### src/rtl/decoder_pkg.sv
// Shared types and token constants for the token decoder.
package decoder_pkg;

    typedef enum logic [3:0] {
        ST_IDLE,
        ST_T_ISSUE,
        ST_T_SAMPLE,
        ST_V_ISSUE,
        ST_V_SAMPLE,
        ST_C_ISSUE,
        ST_C_SAMPLE,
        ST_DONE,
        ST_ERR
    } decoder_state_e;

    // Token values at the default 8-bit token width.
    localparam logic [7:0] END_TOKEN = 8'h00;
    localparam logic [7:0] SEP_TOKEN = 8'hFF;

    // Byte that terminates every vocab entry (and the value written for separators).
    localparam logic [7:0] VOC_TERM  = 8'h00;

endpackage

### src/rtl/decoder_vocab_seek.sv
// Vocab entry locator: walks the vocab RAM counting zero terminators until the
// requested entry start is reached. The top level drives the RAM address from
// ptr and feeds each sampled byte back through step/voc_byte.
module vocab_seek
    import decoder_pkg::*;
#(
    parameter int ADDR_WIDTH = 4,
    parameter int DATA_WIDTH = 8
) (
    input  logic                  clk,
    input  logic                  rst_n,
    input  logic                  start,
    input  logic [DATA_WIDTH-1:0] index,
    input  logic                  step,
    input  logic [DATA_WIDTH-1:0] voc_byte,
    output logic [ADDR_WIDTH-1:0] ptr,
    output logic                  found,
    output logic                  overflow
);

    logic [ADDR_WIDTH-1:0] ptr_q;
    logic [DATA_WIDTH-1:0] skip_q;
    logic [ADDR_WIDTH:0]   ptr_inc;
    logic                  skip_zero;
    logic                  byte_is_term;

    assign ptr_inc      = {1'b0, ptr_q} + (ADDR_WIDTH+1)'(1);
    assign skip_zero    = (skip_q == '0);
    assign byte_is_term = (voc_byte == DATA_WIDTH'(VOC_TERM));

    // With no entries left to skip, the current address is the entry start;
    // any other step must advance, and advancing past the top address is fatal.
    assign ptr      = ptr_q;
    assign found    = step && skip_zero;
    assign overflow = step && !skip_zero && ptr_inc[ADDR_WIDTH];

    // Scan pointer and remaining-terminator counter.
    always_ff @(posedge clk or negedge rst_n) begin
        if (!rst_n) begin
            ptr_q  <= '0;
            skip_q <= '0;
        end else if (start) begin
            ptr_q  <= '0;
            skip_q <= index;
        end else if (step && !skip_zero && !ptr_inc[ADDR_WIDTH]) begin
            ptr_q <= ptr_inc[ADDR_WIDTH-1:0];
            if (byte_is_term) begin
                skip_q <= skip_q - DATA_WIDTH'(1);
            end
        end
    end

endmodule

### src/rtl/decoder.sv
// Token decoder: fetches token IDs, locates each vocab entry and copies its
// bytes to the output RAM. All RAM addresses and write strobes are registered.
//
// state       | meaning
// ------------+--------------------------------------------------
// ST_IDLE     | waiting for cs; done/err hold the last run result
// ST_T_ISSUE  | present token pointer to the token RAM
// ST_T_SAMPLE | decode token: end, separator or vocab index
// ST_V_ISSUE  | present scan pointer to the vocab RAM
// ST_V_SAMPLE | step the entry locator with the sampled byte
// ST_C_ISSUE  | present copy pointer to the vocab RAM
// ST_C_SAMPLE | write a nonzero byte or finish the entry
// ST_DONE     | run complete, wait for cs low
// ST_ERR      | run aborted, wait for cs low
module decoder
    import decoder_pkg::*;
#(
    parameter int                    ADDR_WIDTH = 4,
    parameter int                    DATA_WIDTH = 8,
    parameter logic [DATA_WIDTH-1:0] SEP_TOKEN  = '1
) (
    input  logic                  clk,
    input  logic                  rst_n,
    input  logic                  cs,
    output logic [ADDR_WIDTH-1:0] tok_addr,
    input  logic [DATA_WIDTH-1:0] tok_dout,
    output logic [ADDR_WIDTH-1:0] voc_addr,
    input  logic [DATA_WIDTH-1:0] voc_dout,
    output logic [ADDR_WIDTH-1:0] out_addr,
    output logic [DATA_WIDTH-1:0] out_din,
    output logic                  out_we,
    output logic                  busy,
    output logic                  done,
    output logic                  err,
    output logic [ADDR_WIDTH:0]   out_count
);

    decoder_state_e state, next_state;

    logic [ADDR_WIDTH:0]   tok_ptr;
    logic [ADDR_WIDTH:0]   out_ptr;
    logic [ADDR_WIDTH-1:0] voc_ptr;
    logic [ADDR_WIDTH:0]   voc_inc;

    logic [ADDR_WIDTH-1:0] seek_ptr;
    logic                  seek_start;
    logic                  seek_step;
    logic                  seek_found;
    logic                  seek_ovf;

    logic                  out_full;
    logic                  voc_wrap;
    logic                  tok_is_end;
    logic                  tok_is_sep;
    logic                  voc_zero;

    logic                  run_start;
    logic                  wr_req;
    logic [DATA_WIDTH-1:0] wr_data;
    logic                  adv_tok;
    logic                  adv_out;
    logic                  adv_voc;

    assign voc_inc    = {1'b0, voc_ptr} + (ADDR_WIDTH+1)'(1);
    assign voc_wrap   = voc_inc[ADDR_WIDTH];
    assign out_full   = out_ptr[ADDR_WIDTH];
    assign tok_is_end = (tok_dout == DATA_WIDTH'(END_TOKEN));
    assign tok_is_sep = (tok_dout == SEP_TOKEN);
    assign voc_zero   = (voc_dout == DATA_WIDTH'(VOC_TERM));

    vocab_seek #(
        .ADDR_WIDTH (ADDR_WIDTH),
        .DATA_WIDTH (DATA_WIDTH)
    ) u_seek (
        .clk      (clk),
        .rst_n    (rst_n),
        .start    (seek_start),
        .index    (tok_dout - DATA_WIDTH'(1)),
        .step     (seek_step),
        .voc_byte (voc_dout),
        .ptr      (seek_ptr),
        .found    (seek_found),
        .overflow (seek_ovf)
    );

    // State register.
    always_ff @(posedge clk or negedge rst_n) begin
        if (!rst_n) begin
            state <= ST_IDLE;
        end else begin
            state <= next_state;
        end
    end

    // Next-state decode; every overflow path diverts to ST_ERR before writing.
    always_comb begin
        next_state = state;
        unique case (state)
            ST_IDLE:     if (cs) next_state = ST_T_ISSUE;
            ST_T_ISSUE:  next_state = tok_ptr[ADDR_WIDTH] ? ST_ERR : ST_T_SAMPLE;
            ST_T_SAMPLE: begin
                if (tok_is_end) begin
                    next_state = out_full ? ST_ERR : ST_DONE;
                end else if (tok_is_sep) begin
                    next_state = out_full ? ST_ERR : ST_T_ISSUE;
                end else begin
                    next_state = ST_V_ISSUE;
                end
            end
            ST_V_ISSUE:  next_state = ST_V_SAMPLE;
            ST_V_SAMPLE: begin
                if (seek_found) begin
                    next_state = ST_C_ISSUE;
                end else if (seek_ovf) begin
                    next_state = ST_ERR;
                end else begin
                    next_state = ST_V_ISSUE;
                end
            end
            ST_C_ISSUE:  next_state = ST_C_SAMPLE;
            ST_C_SAMPLE: begin
                if (voc_zero) begin
                    next_state = ST_T_ISSUE;
                end else if (out_full || voc_wrap) begin
                    next_state = ST_ERR;
                end else begin
                    next_state = ST_C_ISSUE;
                end
            end
            ST_DONE:     if (!cs) next_state = ST_IDLE;
            ST_ERR:      if (!cs) next_state = ST_IDLE;
            default:     next_state = ST_IDLE;
        endcase
    end

    // Per-state actions: busy flag, write requests and pointer advances.
    always_comb begin
        busy       = 1'b0;
        run_start  = 1'b0;
        wr_req     = 1'b0;
        wr_data    = '0;
        adv_tok    = 1'b0;
        adv_out    = 1'b0;
        adv_voc    = 1'b0;
        seek_start = 1'b0;
        seek_step  = 1'b0;
        unique case (state)
            ST_IDLE:     run_start = cs;
            ST_T_ISSUE:  busy = 1'b1;
            ST_T_SAMPLE: begin
                busy = 1'b1;
                if (tok_is_end) begin
                    wr_req = !out_full;
                end else if (tok_is_sep) begin
                    wr_req  = !out_full;
                    adv_out = !out_full;
                    adv_tok = !out_full;
                end else begin
                    seek_start = 1'b1;
                end
            end
            ST_V_ISSUE:  busy = 1'b1;
            ST_V_SAMPLE: begin
                busy      = 1'b1;
                seek_step = 1'b1;
            end
            ST_C_ISSUE:  busy = 1'b1;
            ST_C_SAMPLE: begin
                busy = 1'b1;
                if (voc_zero) begin
                    adv_tok = 1'b1;
                end else if (!out_full && !voc_wrap) begin
                    wr_req  = 1'b1;
                    wr_data = voc_dout;
                    adv_out = 1'b1;
                    adv_voc = 1'b1;
                end
            end
            ST_DONE:     busy = 1'b0;
            ST_ERR:      busy = 1'b0;
            default:     busy = 1'b0;
        endcase
    end

    // Datapath: pointers, registered RAM ports, byte count and result flags.
    always_ff @(posedge clk or negedge rst_n) begin
        if (!rst_n) begin
            tok_ptr   <= '0;
            out_ptr   <= '0;
            voc_ptr   <= '0;
            tok_addr  <= '0;
            voc_addr  <= '0;
            out_addr  <= '0;
            out_din   <= '0;
            out_we    <= 1'b0;
            out_count <= '0;
            done      <= 1'b0;
            err       <= 1'b0;
        end else begin
            out_we <= wr_req;
            if (wr_req) begin
                out_addr  <= out_ptr[ADDR_WIDTH-1:0];
                out_din   <= wr_data;
                out_count <= out_count + (ADDR_WIDTH+1)'(1);
            end
            if (run_start) begin
                tok_ptr   <= '0;
                out_ptr   <= '0;
                voc_ptr   <= '0;
                out_count <= '0;
                done      <= 1'b0;
                err       <= 1'b0;
            end
            if (state == ST_T_ISSUE) tok_addr <= tok_ptr[ADDR_WIDTH-1:0];
            if (state == ST_V_ISSUE) voc_addr <= seek_ptr;
            if (state == ST_C_ISSUE) voc_addr <= voc_ptr;
            if (seek_found) voc_ptr <= seek_ptr;
            if (adv_tok) tok_ptr <= tok_ptr + (ADDR_WIDTH+1)'(1);
            if (adv_out) out_ptr <= out_ptr + (ADDR_WIDTH+1)'(1);
            if (adv_voc) voc_ptr <= voc_inc[ADDR_WIDTH-1:0];
            if (next_state == ST_DONE && state != ST_DONE) begin
                done <= 1'b1;
            end
            if (next_state == ST_ERR && state != ST_ERR) begin
                done <= 1'b1;
                err  <= 1'b1;
            end
        end
    end

endmodule

### config.mk
export PLATFORM = sky130hd
export DESIGN_NAME = decoder
export DESIGN_NICKNAME = d
export VERILOG_FILES = /design/src/rtl/decoder_pkg.sv /design/src/rtl/decoder_vocab_seek.sv /design/src/rtl/decoder.sv
export SDC_FILE = /design/constraint.sdc
export NUM_CORES = 1
export LEC_CHECK = 0
export ABC_AREA = 1
export ABC_CLOCK_PERIOD_IN_PS = 4650
export BUFFER_PORTS_ARGS = -buffer_cell sky130_fd_sc_hd__buf_2
export CAP_MARGIN = 20
export CORE_MARGIN = 8
export CORE_UTILIZATION = 40
export DETAILED_ROUTE_END_ITERATION = 12
export PLACE_DENSITY = 0.64
export SLEW_MARGIN = 15
export SYNTH_ARGS = -nofsm -noshare
export SYNTH_HDL_FRONTEND = slang
export SYNTH_SLANG_ARGS = --single-unit
### constraint.sdc
create_clock -name clk -period 4.65 [get_ports clk]
set_input_delay 0.465 -clock clk [delete_from_list [all_inputs] [get_ports clk]]
set_output_delay 0.465 -clock clk [all_outputs]
set_load 0.005 [all_outputs]
==> Word level (Yosys, flattened, before mapping) <==
Cells that the tools add are included.
{ "word_totals": {"mem_bits_ro": 0, "in_bits": 19, "regBits": 58, "latchBits": 0, "elab_cells": 112, "ramBits": 0, "mem_count": 0} }
{ "op_classes": {"eq_ne": 13, "n_addsub": 7, "n_reduce_logical": 28, "n_lt_le_gt_ge": 0, "bitwise_logic": 0, "shift": 0, "muxes": 50, "mul": 0, "div_mod_pow": 0} }
{ "op_table": {"columns": ["operator", "count"], "rows": [
  ["2-to-1 mux 4 bit", 18],
  ["2-to-1 mux 8 bit", 6],
  ["one-hot mux 4 bit (8 select lines)", 1],
  ["2-to-1 mux 5 bit", 5],
  ["zero test 8 bit", 3],
  ["== test 4 x 3 -> 1 bit (second input constant)", 5],
  ["2-to-1 mux 1 bit", 17],
  ["subtractor 8 x 1 -> 8 bit (second input constant)", 2],
  ["adder 5 x 1 -> 5 bit (second input constant)", 3],
  ["nonzero test 2 bit", 7],
  ["adder 4 x 1 -> 5 bit (second input constant)", 2],
  ["== test 4 x 2 -> 1 bit (second input constant)", 2],
  ["== test 4 bit (second input constant)", 2],
  ["== test 8 bit (second input constant)", 1],
  ["logical AND 1 bit", 7],
  ["one-hot mux 1 bit (2 select lines)", 3],
  ["nonzero test 3 bit", 2],
  ["OR reduction 6 bit", 1],
  ["== test 4 x 1 -> 1 bit (second input constant)", 1],
  ["zero test 1 bit", 4],
  ["zero test 4 bit", 1],
  ["inequality test 4 x 3 -> 1 bit (second input constant)", 1],
  ["inequality test 4 bit (second input constant)", 1],
  ["AND reduction 2 bit", 1],
  ["other kinds (2)", 2]
]} }

==> Logic depth before layout (Yosys ltp) <==
{ "logic_depth": {"word_depth": 11, "ltp_mapped": 14, "ltp_nobuf": 14} }

==> Modules after synthesis <==
A second synthesis with hierarchy kept.
{ "hier_totals": {"cells_unflattened": 457, "hier_area_um2": 3443.3} }
{ "by_module_without_submodules": {"columns": ["mod", "n_inst", "area_per_inst_um2", "cells_each"], "rows": [
  ["decoder", 1, 2518.7, 324],
  ["vocab_seek", 1, 924.6, 133]
]} }

==> Worst setup path before layout <==
Ideal clock, no wire load.
{ "synth_timing": {"path_kind": "input to register", "start": "in tok_dout[5]", "end": "reg u_seek.skip_q[6]", "t_required_ps": 4532, "t_arrival_ps": 1686, "slack_ps": 2846, "stages": 13, "cell_sequence": "inv_1 > nand2_1 > nor2_1 > nand2_1 > buf_2 > nand4_1 > nand2_1 > ha_1 > nand3_1 > nor2_1 > nand3_1 > nand3_1 > nand2_1"} }
{ "synth_via": {"elab_chain_len": 6, "elab_cells_between_ends": 10, "classes_between": "1 x add/sub; 1 x eq/ne; 4 x mux; 4 x reduce/logical"} }
{ "synth_lines": {"columns": ["item", "line", "source"], "rows": [
  ["start: declaration", "decoder.sv:26", "input logic [DATA_WIDTH-1:0] tok_dout,"],
  ["== test 8 bit", "decoder.sv:68", "assign tok_is_sep = (tok_dout == SEP_TOKEN);"],
  ["2-to-1 mux 1 bit", "decoder.sv:154", "end else if (tok_is_sep) begin"],
  ["2-to-1 mux 1 bit", "decoder.sv:152", "if (tok_is_end) begin"],
  ["2-to-1 mux 1 bit", "decoder.sv:147", "unique case (state)"],
  ["nonzero test 2 bit (no line)", null, null],
  ["AND reduction 2 bit (no line)", null, null],
  ["end signal: assignment", "decoder_vocab_seek.sv:44", "skip_q <= index;"],
  ["end signal: assignment", "decoder_vocab_seek.sv:48", "skip_q <= skip_q - DATA_WIDTH'(1);"],
  ["end: declaration", "decoder_vocab_seek.sv:22", "logic [DATA_WIDTH-1:0] skip_q;"]
]} }
Parallel ways exist; a longest one is shown, timed or not.
A chain may end at the register's enable or synchronous reset.

==> Final worst setup path <==
{ "layout_timing": {"start": "in tok_dout[1]", "end": "reg u_seek.skip_q[6]"} }
The elaborated chain is that of the path after synthesis.

==> summary.md <==
| Metric | Value |
|---|---|
| Power Density | `between 500 and 600 nW/um^2` |
| Most frequent cell after synthesis | `nand2_1` |
| Startpoint Class | `primary input` |
| Mapped Area | `3150 um^2` |
| Status | `finished clean` |
| # DRC | `0` |
| Placed cell area | `about 3500 um^2` |
| Placer Congestion | `0.844` |
| Die Width | `105 um` |
| Sw frac | `a little over two fifths` |
| Yosys cell types | `35` |
| Slew @ Worst Pin | `roughly 740 ps` |
| Comb pwr share | `41.7%` |
| Postcts setup bufs | `0` |
| CP required | `4870 ps` |
| Clk_lat worst skew | `330 ps` |
| Num CTS Buffers | `9` |
| Reg-to-Reg End | `u_seek.skip_q[2]` |
| Layout area overhead | `16.3%` |
| Hold Buf Count CTS | `0` |
| Leak Pwr | `0.00195 uW` |
| Reg2reg setup slack | `around 2500 ps` |
| Most common library cells after synthesis | `110 x nand2_1, 58 x dfrtp_1, 55 x inv_1` |
| Leading area contributor after synthesis | `dfrtp_1` |
| Yosys top cell area share | `46.1%` |
| WL per Instance | `12.8 um` |
| WL final | `7230 um` |
| Initial drt markers | `about 120` |
| Initial antenna violation count | `0` |
| YS warnings | `0` |
| RSZ-0062 raised after global routing | `false` |
| PortBufs | `47` |
| Critical path depth | `14` |
| Largest net degree at the start of global routing | `a little under 60` |
| FF+latch count, synth | `58` |
| Clock Pin Slew Worst Setup and Hold Paths | `70 ps` |
| P_sw | `about 900 uW` |
| Crit path max-delay cell type | `nand2_1` |
| Setup Crit Path Kind | `primary input to flop` |
| Htree depth | `3` |
| Pint | `1260 uW` |
| Max-slew violations | `0` |
| Main synth FF type | `dfrtp_1` |
| CP max FO | `18` |
| Row count | `32` |
| Layout cells sized above 1 | `19.0%` |
| CTS tree | `done` |
| CP Buf/Inv Count | `2` |
| Number of top-level pins | `48` |
| HP Class | `primary input to asynchronous set/reset pin` |
| Min Clock Period, post-route | `2180 ps` |
| Max Clk Rate | `459 MHz` |
| # nets final | `483` |
| Max Cap Violations | `0` |
| Crit-path max cell delay | `330 ps` |
| Syn Nets | `431` |
| Die height | `105 um` |
| Post-route setup TNS | `0 ps` |
| Worst-path cell chain | `buf_2 > inv_1 > nand2_1 > nor2_1 > nand2_1 > nand3_4 > nand2_1 > nand2_1 > ha_1 > nand3_1 > nor2_1 > nand3_1 > nand3_1 > nand2_1` |
| Core Footprint | `7690 um^2` |
| Initial Util | `about two fifths` |
| CP dominant cell by count | `nand2_1` |
| Post-CTS sizing | `0` |
| Via/cell ratio | `between 4 and 5` |
| DIE AREA | `11000 um^2` |
| Crit path DAT | `about 2400 ps` |
| Clock Skew | `~10 ps` |
| Cells after synthesis | `406` |
| Ant diodes | `0` |
| Sequential share of power | `37.6%` |
| Clk sink count | `58` |
| Final setup viols | `0` |
| Vias in the first global route | `2787` |
| Worst r2r src | `state[3]` |
| First-pass GRT wire length | `12800 um` |
| Initial DRT Pass Iterations | `5` |
| Fin. Hold Viols | `0` |
| Clock power frac | `20.7%` |
| Async set or reset register ratio after synthesis | `100%` |
| CP Capture Type | `flop` |
| Final period util | `46.9%` |
| Root buf cell | `clkbuf_8` |
| Delay-heaviest family, CP | `simple AND/OR/NAND/NOR gates` |
| Mean post-synth cell area | `7.75 um^2` |
| Post-synthesis sequential area ratio | `between 40% and 50%` |
| Peak supply drop | `between 0.2 and 0.25 mV` |
| Via count | `between 2000 and 3000` |
| Number of synthesized flops with an enable pin | `0` |
| Final Cell Area | `3660 um^2` |
| GRT overflow | `0` |
| R2R cell count | `11` |
| Clock Tree Buf Depth | `2` |
| Worst slew margin | `50.7%` |
| Post-DRT Antenna Nets | `0` |
| Hpwl dp | `approximately 5400 um` |
| GRT Overall Usage | `13.9%` |
| Largest cells by area after synthesis | `dfrtp_1 46%, nand2_1 13%, inv_1 6.6%` |
-- cell families after synthesis --
family | count (synthesis) | share of synthesized area [%]
AOI/OAI and AO/OA | 58 | 10.3
xor gates and xnor gates | 7 | 1.95
adders and majority gates | 6 | 2.39
buffers and inverters | 70 | 8.87
DFF | 58 | 46.1
and+or+nand+nor | 207 | 30.4
-- registers in the layout, indices dropped and copies added (netlist names), 5 cells and up --
name,count
out_ptr,5
tok_ptr,5
out_din,8
u_seek.skip_q,8
out_count,5
-- layout by cell type (no fill, tap or decap), types with 2 or more instances in the layout --
cell type  instances
nand2_1          110
dfrtp_1           58
inv_1             55
buf_2             47
nand3_1           31
nor2_1            28
o21ai_0           26
nand4_1           17
o21ai_1           10
clkbuf_8           9
inv_2              8
a21oi_1            7
xor2_1             6
ha_1               6
o22ai_1            5
nor2_2             4
nor3_1             4
clkinv_2           4
nand2_2            3
or2_2              3
nand2_4            2
o221ai_1           2
o211ai_1           2
a31oi_1            2
-- metrics by stage --
stage	utilization, %	hold WS [ps]	cells	total power, uW	worst slack, ps
floorplan	-	169	406	1450	2850
global placement	45.2	454	549	1710	2310
detailed placement	45.2	465	549	1720	2170
CTS	47.6	298	565	2170	2510
global route	47.6	333	565	2360	2230
finish	47.6	275	565	2160	2470
-- per-layer routing --
layer	track usage [%]	routed length, um	vias up	share of wire (%)
li1	-	-	1425	-
met1	17.4	3420	1290	47
met2	21.8	3260	67	45
met3	4.61	499	6	6.9
met4	5.40	55	0	0.76
met5	0	0	-	0
-- worst max path at each step --
stage	endpoint	slack (ps)	from
after floorplan	u_seek.skip_q[6]	2850	tok_dout[5]
after global placement	u_seek.skip_q[6]	2310	tok_dout[4]
after detailed placement	u_seek.skip_q[6]	2170	tok_dout[0]
after CTS	u_seek.skip_q[6]	2510	tok_dout[0]
after global routing	u_seek.skip_q[6]	2230	tok_dout[2]
final	u_seek.skip_q[6]	2470	tok_dout[1]
-- power groups by stage --
stage | clock network [uW] | logic, uW | registers, uW
4_1_cts | 456 | 906 | 810
3_5_place_dp | 0 | 904 | 817
6_report | 446 | 900 | 811
2_1_floorplan | 0 | 644 | 805
5_1_grt | 480 | 1040 | 837
3_3_place_gp | 0 | 892 | 814
-- area by class of cell --
type                    instances  area (um^2)
well taps                     102          128
clock inverters                 6         57.6
repair buffers                 48          243
inverters                      63          236
clock buffers                  10          128
flip-flops and latches         58         1450
fillers                       786         4030
multi-input cells             278         1420
Power figures use the tool's default switching activity.
